$ cat config.mk
export PLATFORM = sky130hd
export DESIGN_NAME = game_sequencer
export DESIGN_NICKNAME = d
export VERILOG_FILES = /design/src/rtl/game_sequencer.sv
export SDC_FILE = /design/constraint.sdc
export NUM_CORES = 1
export LEC_CHECK = 0
export ABC_AREA = 1
export BUFFER_PORTS_ARGS = -buffer_cell sky130_fd_sc_hd__buf_2
export CORE_MARGIN = 5
export CORE_UTILIZATION = 64
export CTS_BUF_LIST = sky130_fd_sc_hd__clkbuf_4 sky130_fd_sc_hd__clkbuf_8
export CTS_CLUSTER_DIAMETER = 100
export DETAILED_ROUTE_END_ITERATION = 10
export PLACE_DENSITY = 0.87
export SYNTH_ARGS = -nofsm -noshare
export SYNTH_HDL_FRONTEND = slang
export SYNTH_SLANG_ARGS = --single-unit
$ cat constraint.sdc
create_clock -name clk25 -period 2.5 [get_ports clk25]
set_clock_uncertainty 0.15 [all_clocks]
set_input_delay 0.25 -clock clk25 [delete_from_list [all_inputs] [get_ports clk25]]
set_output_delay 0.25 -clock clk25 [all_outputs]
set_load 0.01 [all_outputs]
$ cat src/rtl/game_sequencer.sv
// game_sequencer: game-flow controller for breakout (clk25 domain).
// Sequences ATTRACT -> SERVE -> PLAY -> MISS / LEVEL_UP / GAME_OVER.
// It debounces the fire button, owns the lives, level and BCD score,
// and drives the run/hold/reload controls for the game datapath.
//
// Ports:
//   clk25          in   pixel clock
//   rst            in   synchronous active-high reset
//   frame_tick     in   one pulse per frame (start of vblank)
//   btn            in   fire button, active high
//   brick_hit      in   one pulse per destroyed brick
//   ball_lost      in   one pulse when the ball passes the paddle
//   bricks_cleared in   level: no bricks remain
//   state          out  0 ATTRACT,1 SERVE,2 PLAY,3 MISS,4 LEVEL_UP,5 GAME_OVER
//   run_en         out  ball motion enabled
//   ball_hold      out  ball locked to paddle
//   reload_bricks  out  one-cycle pulse to refill the brick map
//   lives          out  remaining lives
//   level          out  current level, 0-based, saturating at 7
//   score          out  4-digit packed BCD, saturating at 9999
//   paused         out  pause indicator
//
// Optional feature macro PAUSE_EN: when defined, a press in PLAY toggles
// pause (ball frozen, hits and losses ignored). When undefined, paused is 0.
// All timing parameters must lie in 1..255 (8-bit frame counter).

module game_sequencer #(
  parameter int LIVES_INIT      = 3,
  parameter int DEBOUNCE_FRAMES = 3,
  parameter int MISS_FRAMES     = 60,
  parameter int LEVEL_FRAMES    = 90,
  parameter int GAMEOVER_FRAMES = 180
) (
  input  logic        clk25,
  input  logic        rst,
  input  logic        frame_tick,
  input  logic        btn,
  input  logic        brick_hit,
  input  logic        ball_lost,
  input  logic        bricks_cleared,
  output logic [2:0]  state,
  output logic        run_en,
  output logic        ball_hold,
  output logic        reload_bricks,
  output logic [2:0]  lives,
  output logic [2:0]  level,
  output logic [15:0] score,
  output logic        paused
);

  typedef enum logic [2:0] {
    ST_ATTRACT   = 3'd0,
    ST_SERVE     = 3'd1,
    ST_PLAY      = 3'd2,
    ST_MISS      = 3'd3,
    ST_LEVEL_UP  = 3'd4,
    ST_GAME_OVER = 3'd5
  } state_t;

  localparam logic [7:0] DB_LAST    = 8'(DEBOUNCE_FRAMES - 1);
  localparam logic [7:0] MISS_LAST  = 8'(MISS_FRAMES - 1);
  localparam logic [7:0] LEVEL_LAST = 8'(LEVEL_FRAMES - 1);
  localparam logic [7:0] GO_LAST    = 8'(GAMEOVER_FRAMES - 1);
  localparam logic [2:0] LIVES_LD   = 3'(LIVES_INIT);

  // BCD increment with per-digit carry, saturating at 9999.
  function automatic logic [15:0] bcd_inc_sat(input logic [15:0] s);
    logic [15:0] r;
    logic        carry;
    r     = s;
    carry = 1'b1;
    if (s == 16'h9999) return s;
    for (int i = 0; i < 4; i++) begin
      if (carry) begin
        if (r[4*i +: 4] == 4'd9) begin
          r[4*i +: 4] = 4'd0;
        end else begin
          r[4*i +: 4] = r[4*i +: 4] + 4'd1;
          carry       = 1'b0;
        end
      end
    end
    return r;
  endfunction

  function automatic logic [2:0] level_inc_sat(input logic [2:0] l);
    return (l == 3'd7) ? l : l + 3'd1;
  endfunction

  state_t      state_q, state_d;
  logic [7:0]  fcnt_q, fcnt_d;
  logic [7:0]  db_cnt_q, db_cnt_d;
  logic        db_stable_q, db_stable_d;
  logic        db_arm_q, db_arm_d;
  logic        press_q, press_d;
  logic [2:0]  lives_q, lives_d;
  logic [2:0]  level_q, level_d;
  logic [15:0] score_q, score_d;
  logic        run_en_q, run_en_d;
  logic        ball_hold_q, ball_hold_d;
  logic        reload_q, reload_d;
  logic        paused_q, paused_d;
  logic        play_active;

  always_comb begin
    state_d     = state_q;
    fcnt_d      = fcnt_q;
    db_cnt_d    = db_cnt_q;
    db_stable_d = db_stable_q;
    db_arm_d    = db_arm_q;
    press_d     = 1'b0;
    lives_d     = lives_q;
    level_d     = level_q;
    score_d     = score_q;
    reload_d    = 1'b0;
    paused_d    = paused_q;
    play_active = 1'b1;

    // Debouncer: count consecutive frame samples that disagree with the
    // stable level. A press also needs the arm flag, which is only set once
    // a released level has been seen since reset, so a button held through
    // reset cannot start a game.
    if (frame_tick) begin
      if (btn == db_stable_q) begin
        db_cnt_d = 8'd0;
      end else if (db_cnt_q == DB_LAST) begin
        db_stable_d = btn;
        db_cnt_d    = 8'd0;
        press_d     = btn & db_arm_q;
      end else begin
        db_cnt_d = db_cnt_q + 8'd1;
      end
      if (!btn && !db_stable_q) db_arm_d = 1'b1;
    end

    case (state_q)
      ST_ATTRACT: begin
        if (press_q) begin
          state_d  = ST_SERVE;
          lives_d  = LIVES_LD;
          level_d  = 3'd0;
          score_d  = 16'h0000;
          reload_d = 1'b1;
        end
      end
      ST_SERVE: begin
        if (press_q) state_d = ST_PLAY;
      end
      ST_PLAY: begin
`ifdef PAUSE_EN
        play_active = ~paused_q;
        if (press_q) paused_d = ~paused_q;
`endif
        if (brick_hit && play_active) score_d = bcd_inc_sat(score_q);
        // A cleared board wins over a simultaneous loss: no life is taken.
        if (bricks_cleared) begin
          state_d  = ST_LEVEL_UP;
          level_d  = level_inc_sat(level_q);
          reload_d = 1'b1;
          fcnt_d   = 8'd0;
        end else if (ball_lost && play_active) begin
          fcnt_d = 8'd0;
          if (lives_q <= 3'd1) begin
            state_d = ST_GAME_OVER;
            lives_d = 3'd0;
          end else begin
            state_d = ST_MISS;
            lives_d = lives_q - 3'd1;
          end
        end
      end
      ST_MISS: begin
        if (frame_tick) begin
          fcnt_d = fcnt_q + 8'd1;
          if (fcnt_q == MISS_LAST) begin
            state_d = ST_SERVE;
            fcnt_d  = 8'd0;
          end
        end
      end
      ST_LEVEL_UP: begin
        if (frame_tick) begin
          fcnt_d = fcnt_q + 8'd1;
          if (fcnt_q == LEVEL_LAST) begin
            state_d = ST_SERVE;
            fcnt_d  = 8'd0;
          end
        end
      end
      ST_GAME_OVER: begin
        if (frame_tick) begin
          fcnt_d = fcnt_q + 8'd1;
          if (fcnt_q == GO_LAST) begin
            state_d = ST_ATTRACT;
            fcnt_d  = 8'd0;
          end
        end
      end
      default: state_d = ST_ATTRACT;
    endcase

    if (state_d != ST_PLAY) paused_d = 1'b0;
    // Outputs are registered from the next state so they line up with it.
    run_en_d    = (state_d == ST_PLAY) && !paused_d;
    ball_hold_d = (state_d == ST_SERVE);
  end

  always_ff @(posedge clk25) begin
    if (rst) begin
      state_q     <= ST_ATTRACT;
      fcnt_q      <= 8'd0;
      db_cnt_q    <= 8'd0;
      db_stable_q <= 1'b0;
      db_arm_q    <= 1'b0;
      press_q     <= 1'b0;
      lives_q     <= 3'd0;
      level_q     <= 3'd0;
      score_q     <= 16'h0000;
      run_en_q    <= 1'b0;
      ball_hold_q <= 1'b0;
      reload_q    <= 1'b0;
      paused_q    <= 1'b0;
    end else begin
      state_q     <= state_d;
      fcnt_q      <= fcnt_d;
      db_cnt_q    <= db_cnt_d;
      db_stable_q <= db_stable_d;
      db_arm_q    <= db_arm_d;
      press_q     <= press_d;
      lives_q     <= lives_d;
      level_q     <= level_d;
      score_q     <= score_d;
      run_en_q    <= run_en_d;
      ball_hold_q <= ball_hold_d;
      reload_q    <= reload_d;
      paused_q    <= paused_d;
    end
  end

  assign state         = state_q;
  assign run_en        = run_en_q;
  assign ball_hold     = ball_hold_q;
  assign reload_bricks = reload_q;
  assign lives         = lives_q;
  assign level         = level_q;
  assign score         = score_q;
  assign paused        = paused_q;

endmodule

[Word level (Yosys, flattened, before mapping)]
Cells that the tools add are included.
Operators by class
  reduce and logical (&&, ||, !) cells: 18
  shifts and indexed selects: 0
  eq/ne operators: 33
  order comparisons: 1
  multiplexer cells: 64
  divide/modulo/power cells: 0
  bitwise logic cells: 4
  add/subtract/negate cells: 8
  multipliers: 0
Operators with widths (number)
  $mux W8: 10
  $mux W3: 18
  $mux W16: 3
  $pmux W16 S2: 1
  $pmux W8 S4: 1
  $mux W4: 7
  $mux W1: 20
  $reduce_and A5 Y1: 4
  $ne A2 B2 Y1 const B: 9
  $pmux W3 S6: 1
  $add A4 B1 Y4 const B: 4
  $add A8 B1 Y8 const B: 2
  $eq A16 B16 Y1 const B: 1
  $eq A4 B4 Y1 const B: 4
  $ne A3 B3 Y1 const B: 5
  $pmux W3 S2: 2
  $reduce_and A4 Y1: 3
  $eq A3 B2 Y1 const B: 3
  $eq A3 B3 Y1 const B: 3
  $eq A8 B2 Y1 const B: 1
  $eq A8 B6 Y1 const B: 1
  $eq A8 B7 Y1 const B: 1
  $eq A8 B8 Y1 const B: 1
  $eq A3 B1 Y1 const B: 2
  other kinds (16): 21
Word-level totals
  memories: 0
  output and inout bits: 29
  word-level logic and storage cells: 144
  ROM bits: 0
  input port bits: 7
  latch bits: 0
  memory bits (writable): 0
  flip-flop bits (word level): 48

[Longest topological paths before layout]
Gate-level depths: netlist of the first run.
  word-level depth: 19
  gate-level depth with buffers: 11
  mapped depth without buffers: 11

[Worst setup path after synthesis of the first run]
OpenSTA, ideal clock, no wires.
  path type: reg2reg
  start point: register score_q[4], in the netlist score[4]
  end point: register score_q[12], in the netlist score[12]
  buffers on the path: 0
  period minus slack after synthesis: 1.736 ns
  data required time: 2.218 ns
  setup time: 0.132 ns
  stages on the path, launching flop included: 9
  setup slack: 0.764 ns
  arrival: 1.454 ns
  cells stage by stage: dfxtp_1 ha_1 nand2_1 nor2_1 nand2_1 o21ai_1 nand3_1 nand2_1 a21oi_1
On the way
  cells in the longest elaborated chain, start to end: 12
  elaborated cells between the ends (all ways): 17
  classes of those cells: eq/ne: 4; mux: 12; reduce/logical: 1
Ends and longest elaborated chain
  start, declared: line 98  | logic [15:0] score_q, score_d;
  start signal, assigned: line 232  | score_q <= score_d;
  $eq A4 B4 Y1: line 75  | if (r[4*i +: 4] == 4'd9) begin
  $mux W1: line 75
  $mux W1: line 74  | if (carry) begin
  $mux W1: line 73  | for (int i = 0; i < 4; i++) begin
  $mux W1: line 154  | if (brick_hit && play_active) score_d = bcd_inc_sat(score_q);
  $mux W1: line 136  | case (state_q)
  $mux W1: line 74
  $mux W1: line 73
  $mux W1: line 154
  $mux W1: line 136
  $ne A3 B3 Y1 (no line)
  $reduce_and A5 Y1 (no line) (*)
Every way passes the cells marked *; elsewhere a longest branch is shown, timed or not. The select of a mux whose other input is x is not followed.
A chain may end at the register's enable or synchronous reset.

[Final worst setup path of the first run]
  start point: register score_q[4], in the netlist score[4]
  end point: register score_q[15], in the netlist score[15]
The elaborated chain is that of the path after synthesis.

==> flow_summary.toml, run 1 <==
[synthesis]
ys_seq_area_frac = 0.347
synth_compound_area_frac = 0.136
syn_inst = 417
synth_edf_count = 0
yosys-top-cells-count = "nand2_1, nor2_1, inv_1"
synth_adder_area_share = 0.0722
synth-simple-area-share = 0.329
synth_top_area_frac = 0.347
synth_area_sq_mm = 0.00277
synth_area_leader_cell = "dfxtp_1"
synth_async_sr_flop_share = 0
synth-xor-area-share = 0.0126
synth_nets = 440
synth_warnings = 0
synth.area.top_cells = "dfxtp_1, nand2_1, nor2_1"
synth_top_family_by_area = "simple AND/OR/NAND/NOR gates"
synth_cell_types = 32
yosysMostFrequentCell = "nand2_1"
muxShareOfSynthArea = 0
synthFlopType = "dfxtp_1"
ys_ff_latch = 48
synth.avg_cell_area_sq_um = 6.65

[power_and_ir_drop]
p_sw_w = 0.000301
seqPwrFrac = 0.589
swShare = 0.231
total_power_w = 0.00131
pwr-share-clk = 0.373
p_per_area_mw_per_mm2 = 425
power_frac_comb = 0.038
ir_worst_vdd_mv = 0.424
internal_power_w = 0.00101
p_leak_nw = 1.37

[outcome]
status = "finished clean"

[critical_path]
cp_slowest_cell = "dfxtp_1"
required_ns = 2.55
cpPeakStageDelay_ns = 0.43
crit_path_start_kind = "register"
path_common_cell = "nand2_1"
end_kind = "register"
crit_chain = "ha_1, nand2_1, nor2_1, nand2_1, o21ai_1, nand3_1, nand2_1, a21oi_1"
cp_max_fo = 6
critical_path_arrival_ns = 1.96
worstSetupPathType = "reg2reg"

[drt]
wirelength_mm = 6.24
drt_iter0_markers = 136
viasPerCell = 5.36
drt-pass1-iter-count = 4
drc = 0
routedWlPerCell_um = 12.3
antenna_left = 0
dr_total_vias = 2718

[timing]
rsz0062_at_grt = "no"
timing.hold.ws_ns = 0.0589
fin_setup_tns_ns = 0
period_share = 0.767
max-slew-margin-rel = 0.779
finalMaxSlewViolations = 0
fin_crit_ns = 1.92
max_freq_mhz = 521
tightest_slew_ns = 0.330
hold_viol_final = 0
setup_violations = 0

[die]
pin_count = 36
core-area_sq_mm = 0.00426
start_util = 0.650
dieArea_sq_mm = 0.00575
die_h_um = 75.8
rows = 24
die-width_um = 75.8

[grt]
track_usage = 0.237
antenna_found_initial = 0
grt_max_degree = 25
grt_pass1_wl_mm = 10.5
grt_pass1_vias = 2485
gr-total-overflow = 0

[placed_design]
place_congestion = 0.918
dp_hpwl_mm = 4.72
dp.cells = 499
placed_cell_area_sq_mm = 0.00298
portBuffers = 35

[clock_network]
hold_buffers = 0
cts_resized = 0
clk_pin_slew_ns = 0.09
cts.htree.levels = 2
cts.sinks = 48
post_cts_buffers = 0
clockBufferDepth = 2
cts_tree = "yes"
cts-root-buf = "clkbuf_8"
clock_latency_ns = 0.31
cts_buffers = 5

[cells_and_area]
diodes = 0
finalInstanceArea_sq_mm = 0.00308
finalNonFillerCells = 507
drive_above_1_share = 0.134
area_growth_syn_to_layout_pct = 10.9
layout.nets = 477

[min_path]
hold_path_class = "in2reg"

[job]
maxCapViolCount = 0
==> state kept, by name, indices dropped and copies added, names as in the netlist <==
signal	cells
db_arm_q	1
fcnt_q	8
score	16
state	3
db_stable_q	1
level	3
ball_hold	1
paused	1
db_cnt_q	8
reload_bricks	1
press_q	1
run_en	1
lives	3
==> metal layers <==
metal / wire length (um) / share of wire / vias to the layer above / global-route usage
met4: 150 / 0.024 / 0 / 0.0932
met3: 318 / 0.051 / 16 / 0.0462
met2: 3240 / 0.52 / 55 / 0.439
li1: - / - / 1408 / -
met1: 2530 / 0.41 / 1239 / 0.263
met5: 0 / 0 / - / 0
==> stage by stage <==
stage / setup WS [ns] / util
floorplan: 0.764 / -
global placement: 0.658 / 0.700
detailed placement: 0.604 / 0.700
CTS: 0.593 / 0.721
global route: 0.391 / 0.721
finish: 0.582 / 0.721
==> critical path, delay by kind of cell (launching register included) <==
kind / cells / cell delay (ns)
AND/OR/NAND/NOR: 5 / 0.69
adder cells (fa/ha/maj): 1 / 0.17
AO/OA/AOI/OAI: 2 / 0.37
flip-flops: 1 / 0.43
==> cell usage in the layout (no fill, tap or decap), types with 4 or more instances in the layout <==
master	Yosys	routed
nand3_1	36	36
nor3_1	6	6
dfxtp_1	48	48
ha_1	16	16
o21ai_1	4	4
clkbuf_8	1	5
o21ai_0	27	27
buf_2	1	35
inv_1	56	56
nand2_1	82	82
nand4_1	8	8
a21oi_1	33	33
nor2_1	64	64
==> path summary, 6_finish.rpt <==
kind	start	slack (ns)	to	cells past startpoint
max	score[4]	0.58	score[15]	8
min	btn	0.06	press_q	3
max reg2reg	score[4]	0.58	score[15]	8
min reg2reg	paused	0.30	paused	2
==> power by group through the flow <==
stage | sequential (W) | combinational [W] | clock (W)
finish | 0.000769 | 0.0000502 | 0.000487
global route | 0.000770 | 0.0000569 | 0.000527
CTS | 0.000769 | 0.0000501 | 0.000491
detailed placement | 0.000787 | 0.0000496 | 0
global placement | 0.000787 | 0.0000487 | 0
floorplan | 0.000787 | 0.0000309 | 0
==> kinds of logic (layout without fill, tap and decap cells) <==
| group | count (synthesis) | after routing |
|---|---|---|
| adders and majority gates | 16 | 16 |
| buffers and inverters | 69 | 107 |
| xor gates and xnor gates | 4 | 4 |
| and+or+nand+nor | 210 | 210 |
| AOI/OAI and AO/OA | 70 | 70 |
| DFF | 48 | 48 |
==> cell type report <==
class	instances	area, sq um
Clock buffer	7	83.8
Clock inverter	1	8.76
Fill cell	373	1190
Inverter	61	234
Multi-Input combinational cell	300	1530
Sequential cell	48	961
Tap cell	52	65.1
Timing Repair Buffer	38	198
No activity file was read; power rests on OpenSTA's default activity.
==> run 2: changes to the inputs <==
Settings changed: CORE_UTILIZATION 64 to 60, PLACE_DENSITY 0.87 to 0.82.
Clock period 2.5 ns to 1.9 ns, I/O delays scaled along.
==> run 2 against run 1 <==
Final cell count increased by 0.59%. Clock-buffer cell count decreased by 2. Clock power increased by 76%. Sequential share of layout area decreased by 0.87 points. First-iteration DRC count decreased by 30%. Worst setup slack got worse by 0.44 ns. Non-clock buffer count increased by 4. Utilization decreased by 0.27 points. Critical path depth unchanged. Die area increased by 5.8%. Critical path type unchanged. Largest cell class unchanged. Highest routed layer unchanged.
==> flow_summary.toml, run 2 (synthesized netlist as in run 1, its figures left out) <==
[die]
core-area_sq_mm = 0.00441
die-width_um = 78.0
die_h_um = 78.0
pin_count = 36
rows = 24
dieArea_sq_mm = 0.00608
start_util = 0.628

[min_path]
hp-start = "frame_tick"
min_to = "db_arm_q"
hold_path_class = "in2reg"
hold_path_depth = 3

[power_and_ir_drop]
p_leak_nw = 1.42
ir_worst_vdd_mv = 0.507
p_per_area_mw_per_mm2 = 611

[drt]
wirelength_mm = 6.20
drt_iter0_markers = 95
dr_total_vias = 2724
antenna_left = 0
drt-pass1-iter-count = 4
drc = 0
viasPerCell = 5.34
routedWlPerCell_um = 12.1

[timing]
setup_violations = 0
max-slew-margin-rel = 0.599
hold_viol_final = 0
timing.hold.ws_ns = 0.0257
setup_slack_ns = 0.146
tightest_slew_ns = 0.598
period_share = 0.923
fin_setup_tns_ns = 0
rsz0062_at_grt = "no"
fin_crit_ns = 1.75
finalMaxSlewViolations = 0
max_freq_mhz = 570

[cells_and_area]
layout.nets = 481
final_cell_mix = "nand2_1, nor2_1, inv_1"
largest_reg_flops = 16
final_common_cell = "nand2_1"
drive_above_1_share = 0.146
final.fill_count = 390
area_growth_syn_to_layout_pct = 14.4
diodes = 0

[grt]
track_usage = 0.204
antenna_found_initial = 0
grt_max_degree = 25
grt_pass1_vias = 2536
gr-total-overflow = 0
grt_pass1_wl_mm = 10.5

[clock_network]
clock_latency_ns = 0.30
post_cts_buffers = 0
cts-root-buf = "clkbuf_8"
cts.htree.levels = 2
clockBufferDepth = 2
cts_buffers = 5
cts.sinks = 48
cts_tree = "yes"
clk_pin_slew_ns = 0.09

[critical_path]
required_ns = 1.95
critical_path_arrival_ns = 1.81
crit_path_start_kind = "register"
end_kind = "register"
cp_max_fo = 8
worstSetupPathType = "reg2reg"
regToRegEndpoint = "score[1]"
worst-r2r-setup-slack_ns = 0.15
regToRegStartpoint = "score[12]"
reg2reg_depth = 8

[outcome]
status = "finished clean"

[placed_design]
portBuffers = 35
dp_hpwl_mm = 4.61
place_congestion = 0.877
pre_cts_ws_ns = 0.0812

[job]
maxCapViolCount = 0
-- run 2: changes by cell type in the layout (fill, tap and decap cells not counted), sizes merged --
cell,delta
clkbuf,-2
bufinv,+2
buf,+3
clkinv,-1
dlygate4sd3,+1
-- run 2: final cells by class --
class | count | area, sq um | share of cell area
Inverter | 61 | 234 | 0.0738
Clock inverter | 2 | 60.1 | 0.0189
Timing Repair Buffer | 42 | 230 | 0.0726
Sequential cell | 48 | 963 | 0.304
Tap cell | 52 | 65.1 | 0.0205
Clock buffer | 5 | 68.8 | 0.0217
Multi-Input combinational cell | 300 | 1550 | 0.489
-- run 2: routing by layer --
metal,GRT usage,up-vias,wire (um)
li1,-,1413,-
met1,0.234,1241,2640
met2,0.375,60,3190
met3,0.0428,10,273
met4,0.0676,0,89
met5,0,-,0
-- run 2: repair_timing --
item | in CTS | in global routing
endpoints found under the setup margin | 0 | 13
gates resized for setup | 0 | 7
endpoints found under the hold margin | 1 | 0
hold buffers | 1 | 0
-- run 2: worst max-delay path by stage --
stage	from	endpoint	cells after the start
6_report	score[12]	score[1]	8
5_1_grt	score[5]	score[10]	10
4_1_cts	score[4]	score[10]	9
3_5_place_dp	score[4]	score[10]	9
3_3_place_gp	score[4]	score[9]	8
2_1_floorplan	score[4]	score[12]	8
-- run 2: metrics by stage --
stage               cell area, sq um  std cells  utilization  power, W
floorplan                       2770        417            -   0.00108
global placement                3010        502        0.681   0.00110
detailed placement              3010        502        0.681   0.00110
CTS                             3140        510        0.712   0.00195
global route                    3170        510        0.719   0.00200
finish                          3170        510        0.719   0.00194
-- run 2: worst max-delay path: stages (launching register included) --
cell     delay [ns]
dfxtp_1        0.45
ha_1           0.19
nand3_1        0.17
nor2_1         0.16
nand3_1        0.14
nand2_2        0.14
inv_2          0.09
o21ai_1        0.12
nor2_1         0.05
-- run 2: power breakdown --
group / switching, W / leakage (nW) / internal (W) / total, W
sequential: 0.00000265 / 0.388 / 0.00101 / 0.00101
clock: 0.000341 / 0.0642 / 0.000518 / 0.000859
combinational: 0.0000452 / 0.967 / 0.0000205 / 0.0000656
